$ cat src/rtl/wide_enum_seq_pkg.sv
// Shared types for the wide enum sequencer: the legal 160-bit encodings, FSM states
// and the membership test used to gate loads.
package wide_enum_seq_pkg;

  localparam int unsigned HOLD_CYC_MAX = 255;
  localparam int unsigned HOLD_W       = $clog2(HOLD_CYC_MAX + 1);

  typedef enum logic [159:0] {
    E01    = 160'h1,
    E02    = 160'h2,
    EMID   = 160'h1_0000_0000_0000_0000,
    ELARGE = 160'h1234_4567_abcd_1234_4567_abcd
  } my_t;

  typedef enum logic [1:0] {
    IDLE  = 2'd0,
    GRANT = 2'd1,
    HOLD  = 2'd2
  } state_t;

  // Full-width compare: a value that only matches in its low bits is still illegal.
  function automatic bit is_member(input logic [159:0] v);
    return (v == E01) || (v == E02) || (v == EMID) || (v == ELARGE);
  endfunction

endpackage

$ cat src/rtl/wide_enum_seq_rr_arb2.sv
// Two-input round-robin arbiter. The pointer names the preferred requester and
// flips to the other one whenever a winner is taken.
module rr_arb2 (
  input  logic       clk,
  input  logic       rst_n,
  input  logic [1:0] i_req,
  input  logic       i_advance,
  output logic [1:0] o_win
);

  logic r_ptr;

  always_comb begin
    // NOTE: default first so every path assigns o_win and no latch is inferred.
    o_win = i_req;
    if (i_req == 2'b11) o_win = r_ptr ? 2'b10 : 2'b01;
  end

  always_ff @(posedge clk or negedge rst_n) begin
    // NOTE: sequential state uses non-blocking assignments only.
    if (!rst_n)                       r_ptr <= 1'b0;
    else if (i_advance && (|i_req))   r_ptr <= o_win[0];
  end

endmodule

$ cat src/rtl/wide_enum_seq.sv
// Wide enum sequencer: arbitrates two 160-bit load requests, rejects illegal
// encodings, and holds each accepted value for HOLD_CYC cycles.
// Optional trace of loads/rejects: define WIDE_ENUM_SEQ_TRACE_EN.
module wide_enum_seq
  import wide_enum_seq_pkg::*;
#(
  parameter int unsigned HOLD_CYC = 3
) (
  input  logic          clk,
  input  logic          rst_n,
  input  logic          req0,
  input  logic [159:0]  val0,
  input  logic          req1,
  input  logic [159:0]  val1,
  output logic          gnt0,
  output logic          gnt1,
  output logic          err,
  output my_t           e,
  output logic          busy,
  output logic [31:0]   load_cnt
);

  localparam logic [HOLD_W-1:0] HOLD_INIT = HOLD_W'(HOLD_CYC);

  state_t              r_state;
  state_t              w_next_state;
  logic [1:0]          w_req;
  logic [1:0]          w_win;
  logic                w_sample;
  logic                w_accept;
  logic                w_reject;
  logic                w_busy;
  logic [1:0]          r_win;
  logic [159:0]        r_val;
  logic [HOLD_W-1:0]   r_hold_cnt;
  my_t                 r_e;
  logic [31:0]         r_load_cnt;
  logic                r_gnt0;
  logic                r_gnt1;
  logic                r_err;

  assign w_req = {req1, req0};

  rr_arb2 u_arb (
    .clk       (clk),
    .rst_n     (rst_n),
    .i_req     (w_req),
    .i_advance (w_sample),
    .o_win     (w_win)
  );

  always_ff @(posedge clk or negedge rst_n) begin
    if (!rst_n) r_state <= IDLE;
    else        r_state <= w_next_state;
  end

  always_comb begin
    w_next_state = r_state;
    w_sample     = 1'b0;
    w_accept     = 1'b0;
    w_reject     = 1'b0;
    w_busy       = 1'b1;
    case (r_state)
      IDLE: begin
        w_busy = 1'b0;
        if (|w_req) begin
          w_sample     = 1'b1;
          w_next_state = GRANT;
        end
      end
      GRANT: begin
        if (is_member(r_val)) begin
          w_accept     = 1'b1;
          w_next_state = HOLD;
        end else begin
          w_reject     = 1'b1;
          w_next_state = IDLE;
        end
      end
      HOLD: begin
        if (r_hold_cnt == HOLD_W'(1)) w_next_state = IDLE;
      end
      default: w_next_state = IDLE;
    endcase
  end

  // Value and winner are captured at sampling; later changes on val0/val1 are ignored.
  always_ff @(posedge clk or negedge rst_n) begin
    if (!rst_n) begin
      r_win      <= 2'b00;
      r_val      <= '0;
      r_hold_cnt <= '0;
      r_e        <= E01;
      r_load_cnt <= '0;
      r_gnt0     <= 1'b0;
      r_gnt1     <= 1'b0;
      r_err      <= 1'b0;
    end else begin
      r_gnt0 <= 1'b0;
      r_gnt1 <= 1'b0;
      r_err  <= 1'b0;
      if (w_sample) begin
        r_win <= w_win;
        r_val <= w_win[1] ? val1 : val0;
      end
      if (w_accept || w_reject) begin
        r_gnt0 <= r_win[0];
        r_gnt1 <= r_win[1];
      end
      if (w_reject) r_err <= 1'b1;
      if (w_accept) begin
        r_e        <= my_t'(r_val);
        r_load_cnt <= r_load_cnt + 32'd1;
        r_hold_cnt <= HOLD_INIT;
      end else if (r_state == HOLD) begin
        r_hold_cnt <= r_hold_cnt - HOLD_W'(1);
      end
    end
  end

`ifdef WIDE_ENUM_SEQ_TRACE_EN
  my_t w_trace_e;
  assign w_trace_e = my_t'(r_val);

  always_ff @(posedge clk) begin
    if (rst_n && w_accept) $display("wide_enum_seq load %s", w_trace_e.name());
    if (rst_n && w_reject) $display("ILLEGAL %h", r_val);
  end
`endif

  assign gnt0     = r_gnt0;
  assign gnt1     = r_gnt1;
  assign err      = r_err;
  assign e        = r_e;
  assign busy     = w_busy;
  assign load_cnt = r_load_cnt;

endmodule

$ cat config.mk
export PLATFORM = sky130hd
export DESIGN_NAME = wide_enum_seq
export DESIGN_NICKNAME = d
export VERILOG_FILES = /design/src/rtl/wide_enum_seq_pkg.sv /design/src/rtl/wide_enum_seq_rr_arb2.sv /design/src/rtl/wide_enum_seq.sv
export SDC_FILE = /design/constraint.sdc
export NUM_CORES = 1
export LEC_CHECK = 0
export ABC_CLOCK_PERIOD_IN_PS = 3500
export CORE_AREA = 2 2 205 207
export CTS_CLUSTER_SIZE = 24
export DETAILED_ROUTE_END_ITERATION = 16
export DIE_AREA = 0 0 207 209
export PLACE_DENSITY = 0.78
export SLEW_MARGIN = 20
export SYNTH_ARGS = -nofsm -noshare
export SYNTH_HDL_FRONTEND = slang
export SYNTH_HIERARCHICAL = 1
export SYNTH_SLANG_ARGS = --single-unit
$ cat constraint.sdc
create_clock -name clk -period 3.5 [get_ports clk]
set_input_delay 1.05 -clock clk [delete_from_list [all_inputs] [get_ports clk]]
set_output_delay 1.05 -clock clk [all_outputs]
set_load 0.01 [all_outputs]
==> results of run 1 <==
[critical path: cells and delay by family, from the launching register on]
| family | cells | cell delay, ps |
|---|---|---|
| buffers and inverters | 2 | 630 |
| DFF | 1 | 380 |
| and+or+nand+nor | 6 | 2100 |
[worst paths after layout]
path | depth (start not counted) | slack (ps) | end
worst max-delay path | 8 | 250 | e[120]
worst min-delay path | 1 | 380 | e[80]
worst max register to register | 8 | 250 | e[120]
worst min register to register | 1 | 490 | load_cnt[5]
max in group asynchronous | 2 | 2100 | e[37]
min in group clk | 1 | 490 | load_cnt[5]
[registers in the layout (all words and copies together), names as in the netlist]
name,cells
r_hold_cnt,8
u_arb/r_ptr,1
r_val,160
r_win,2
e,160
load_cnt,32
r_state,2
err,1
gnt0,1
gnt1,1
[area by class of cell]
class	count	area, µm²	area share
antenna	3	7.51	0.000330
clock buffer	56	1140	0.0502
sequential	368	9210	0.405
inverter	5	18.8	0.000825
clock inverter	18	231	0.0102
tap	539	674	0.0297
multi-input combinational	883	5820	0.256
timing repair buffer	557	5640	0.248
[report_power, final]
group	switching, mW	internal (mW)	total, mW
registers	0.339	4.66	5.00
clock network	1.71	2.66	4.38
logic	0.739	0.795	1.53
total	2.79	8.12	10.9
[routing by layer]
layer  track usage  share of wire  vias to the layer above
li1              -              -                     5725
met1         0.266           0.42                     5917
met2         0.347           0.49                      462
met3        0.0505          0.066                       66
met4        0.0665          0.027                        0
met5             0              0                        -
[metrics by stage]
stage	instance area (µm²)	util
4_1_cts	22700	0.551
2_1_floorplan	15400	-
3_3_place_gp	21400	0.517
3_5_place_dp	21400	0.517
6_report	22700	0.551
5_1_grt	22700	0.551
[kinds of logic (layout without fill, tap and decap cells)]
kind of cell,Yosys count,in the layout,synth area share
XOR/XNOR,33,33,0.0188
buffers and inverters,89,636,0.0233
AO/OA/AOI/OAI,180,180,0.0612
adder cells (fa/ha/maj),3,3,0.00244
multiplexers,210,210,0.141
AND/OR/NAND/NOR,457,457,0.154
other,0,3,0
flip-flops,368,368,0.600
[Yosys cell counts]
master / instances
dfrtp_1: 367
nor2_1: 174
a21oi_1: 163
mux2i_1: 160
nor2b_1: 115
clkbuf_1: 65
nor4_1: 58
mux2_2: 50
xor2_1: 31
nand4_1: 27
nand3_1: 23
nor3_1: 18
buf_2: 16
nand2_1: 16
and2_1: 6
inv_1: 5
o21ai_0: 5
and4_1: 4
or2_2: 4
and3_1: 3
ha_1: 3
buf_1: 2
nand2b_1: 2
nor4b_1: 2
o2111ai_1: 2
xnor2_1: 2
a211o_1: 1
a21boi_0: 1
a21boi_1: 1
a21o_1: 1
a31oi_1: 1
buf_4: 1
dfstp_2: 1
nand3b_1: 1
nand4b_1: 1
nor3_2: 1
nor4_2: 1
o221ai_1: 1
o22ai_1: 1
o311a_1: 1
o32a_1: 1
o41ai_1: 1
or3b_2: 1
==> impl_metrics.tcl, run 1 <==
set metrics [dict create \
    peakVddDrop_mv 0.276 \
    dp.cells 2352 \
    cts_tree "done" \
    critPathCaptureType "flop" \
    maxSlewViolCount 0 \
    drt-initial-drc-count 618 \
    clock-sinks 368 \
    synth_top_area_share 0.598 \
    rsz0062_at_grt "no" \
    hold_slack_ps 379 \
    vias_per_cell 5.01 \
    vias 12200 \
    grt_max_degree 115 \
    dp_slack_ps 176 \
    power_density_nw_per_um2 480 \
    drtAntennaViolNets 0 \
    worstSetupStartpointType "flop" \
    overflow 0 \
    synth_cell_types 43 \
    crit_arrival_ps 3680 \
    final_cell_mix "clkdlybuf4s50_1 (518), dfrtp_1 (367), nor2_1 (173)" \
    synth_warnings 6 \
    critPathMaxStageDelay_ps 760 \
    finalSetupTns_ps 0 \
    path_cells "nor4_1 > nand4_1 > nor4_2 > nand3_1 > nor3_4 > buf_12 > buf_4 > nor2b_1" \
    pin_count 520 \
    dieArea_um2 43300 \
    grt_pass1_vias 12300 \
    ys_ff_latch 368 \
    placementRows 75 \
    critical_path.startpoint "r_val[40]" \
    instances_no_fill 2429 \
    critical_path_required_ps 3920 \
    cts_buffers 40 \
    tightestPinTransition_ps 862 \
    critPathKind "reg -> reg" \
    setup_viol 0 \
    max-slew-margin-rel 0.420 \
    gp_congestion 0.836 \
    synth_top_area_cell "dfrtp_1" \
    r2r_start "r_val[40]" \
    ys_seq_area_frac 0.600 \
    setup_ws_ps 246 \
    cts_hold_buf 0 \
    wl_per_cell_um 18.7 \
    clk_pin_slew_ps 60 \
    clock_latency_ps 560 \
    synth_nets 1667 \
    start_util 0.372 \
    power_mw 10.9 \
    clock_skew_ps 22.9 \
    dpl.hpwl_um 34400 \
    drive_gt1_frac 0.0874 \
    cts_buffer_depth 3 \
    max_freq_mhz 307 \
    mostFrequentLayoutCell "clkdlybuf4s50_1" \
    netlist_area_um2 15400 \
    grt_pass1_wl_um 70000 \
    clockRootBuffer "clkbuf_16" \
    syn_to_final_growth_pct 48.0 \
    routed_wl_um 45500 \
    n_fill_cell 3479 \
    ys_top_cells_by_area "dfrtp_1 (60%), mux2i_1 (10%), a21oi_1 (5.3%)" \
    synth.avg_cell_area_um2 11.5 \
    post_cts_buffers 0 \
    hp-class "in -> async" \
    grt.total_usage 0.207 \
    critPathMaxFanout 56 \
    die_width_um 207 \
    antenna_found_initial 2 \
    slowest_stage "nor4_1" \
    p_leak_nw 10.1 \
    io_buffers 519 \
    finalHoldViolations 0 \
    cts_resized 0 \
    layout.nets 2182 \
    synth_cells 1340 \
    timing.final.crit_share 0.930 \
    drc 0 \
    core_area_um2 41300 \
    max_cap_violations 0 \
    die_y_um 209 \
    final_period_minus_worst_setup_slack_ps 3250 \
    htreeDepth 2 \
    dr.pass1.iters 5 \
    status "completed" \
]
Power figures use the tool's default switching activity.
==> run 2: changes to the inputs <==
--- a/config.mk
+++ b/config.mk
@@ -6,10 +6,10 @@
 export NUM_CORES = 1
 export LEC_CHECK = 0
 export ABC_CLOCK_PERIOD_IN_PS = 3500
-export CORE_AREA = 2 2 205 207
+export CORE_AREA = 2 2 204 206
 export CTS_CLUSTER_SIZE = 24
 export DETAILED_ROUTE_END_ITERATION = 16
-export DIE_AREA = 0 0 207 209
+export DIE_AREA = 0 0 206 208
 export PLACE_DENSITY = 0.78
 export SLEW_MARGIN = 20
 export SYNTH_ARGS = -nofsm -noshare
==> run 2 against run 1 <==
Compared with the run above: register-to-register slack better by 290 ps; sequential power about the same; total power up 0.87%; highest routed layer is now met5; critical path type unchanged; clock power up 2%; largest power group unchanged; sequential cell count unchanged.
==> impl_metrics.tcl, run 2 (synthesized netlist as in run 1, its figures left out) <==
set metrics [dict create \
    grt_max_degree 106 \
    pin_count 520 \
    vias_per_cell 5.04 \
    p_leak_nw 10.1 \
    critPathMaxStageDelay_ps 450 \
    layout.nets 2178 \
    clk_pin_slew_ps 60 \
    drive_gt1_frac 0.0852 \
    peakVddDrop_mv 0.233 \
    grt_pass1_wl_um 72000 \
    grt.total_usage 0.217 \
    gp_congestion 0.857 \
    clock_skew_ps 20.3 \
    critPathKind "reg -> reg" \
    dpl.hpwl_um 35000 \
    die_width_um 206 \
    clock_latency_ps 550 \
    maxSlewViolCount 0 \
    final_cell_mix "clkdlybuf4s50_1 (518), dfrtp_1 (367), nor2_1 (173)" \
    fin_util 0.560 \
    dr.pass1.iters 7 \
    worstSetupStartpointType "flop" \
    critPathCaptureType "flop" \
    cts_hold_buf 0 \
    dieArea_um2 42800 \
    hp-class "in -> async" \
    p_int_mw 8.21 \
    antenna_found_initial 3 \
    mostFrequentLayoutCell "clkdlybuf4s50_1" \
    power_mw 11.0 \
    post_cts_buffers 0 \
    grt_pass1_vias 12800 \
    setup_viol 0 \
    cts_buffer_depth 3 \
    clock-sinks 368 \
    pwr-share-comb 0.138 \
    finalHoldViolations 0 \
    p_seq_frac 0.455 \
    dp_slack_ps 352 \
    power_frac_clock 0.407 \
    switchingPower_mw 2.80 \
    swShare 0.254 \
    crit_buf_inv 2 \
    final_period_minus_worst_setup_slack_ps 2970 \
    multi_input_area_um2 5820 \
    status "completed" \
    drc 0 \
    die_y_um 208 \
    io_buffers 519 \
    critical_path_required_ps 3910 \
    core_area_um2 40600 \
    rsz0062_at_grt "no" \
    drtAntennaViolNets 0 \
    tightestPinTransition_ps 681 \
    overflow 0 \
    cp_top_family "simple AND/OR/NAND/NOR gates" \
    finalSetupTns_ps 0 \
    start_util 0.379 \
    cts_resized 0 \
    syn_to_final_growth_pct 47.8 \
    cts_tree "done" \
    drt-initial-drc-count 605 \
    place_area_um2 21300 \
    setup_ws_ps 534 \
    slowest_stage "nor4_1" \
    max_freq_mhz 337 \
    clockRootBuffer "clkbuf_16" \
    routed_wl_um 46800 \
    critPathMaxFanout 71 \
    crit_arrival_ps 3380 \
    vias 12200 \
    cts_buffers 39 \
    seqCellArea_um2 9210 \
    power_density_nw_per_um2 485 \
    timing.final.crit_share 0.848 \
    max_cap_violations 0 \
    max-slew-margin-rel 0.542 \
    placementRows 74 \
    final_cell_area_um2 22700 \
    htreeDepth 2 \
    path_cells "nor4_1 > nand4_1 > nor4_2 > nand3_1 > nor3_4 > buf_12 > buf_4 > nor2b_1" \
    n_fill_cell 3358 \
    wl_per_cell_um 19.4 \
]
## run 2: cell types whose count changed in the layout (fill, tap and decap cells not counted), sizes merged
cell / previous run / this run
buf: 39 / 36
bufinv: 5 / 7
clkinvlp: 2 / 0
clkbuf: 56 / 54
inv: 8 / 10
clkinv: 8 / 3
diode: 3 / 1
## run 2: worst paths after layout
check	startpoint	endpoint	slack [ps]	cells past startpoint
setup / recovery	r_val[130]	e[116]	530	8
hold / removal	rst_n	e[153]	430	1
setup reg to reg	r_val[130]	e[116]	530	8
hold reg to reg	r_win[0]	gnt0	490	1
max in group asynchronous	rst_n	r_val[42]	2210	2
min in group clk	r_win[0]	gnt0	490	1
## run 2: metrics by stage
step | hold WS, ps | std cells
after floorplan | 449 | 1340
after global placement | 465 | 2342
after detailed placement | 466 | 2342
after CTS | 397 | 2411
after global routing | 432 | 2412
final | 429 | 2412
## run 2: final cells by class
type,count,area share
multi-input combinational,883,0.257
clock inverter,15,0.0119
antenna,1,0.000110
inverter,5,0.000827
clock buffer,54,0.0494
sequential,368,0.406
tap,532,0.0293
timing repair buffer,554,0.246
## run 2: power by group through the flow
stage          logic, mW  clock network, mW  registers [mW]
6_report            1.52               4.48            5.01
5_1_grt             1.68               4.76            5.06
4_1_cts             1.55               4.60            5.00
3_5_place_dp        1.54                  0            5.07
3_3_place_gp        1.50                  0            5.05
2_1_floorplan      0.801                  0            4.95
## run 2: routing by layer
metal	vias to the layer above	global-route usage	share of wire
li1	5709	-	-
met1	5958	0.273	0.41
met2	430	0.375	0.50
met3	63	0.0412	0.061
met4	2	0.0680	0.025
met5	-	0	0.00038
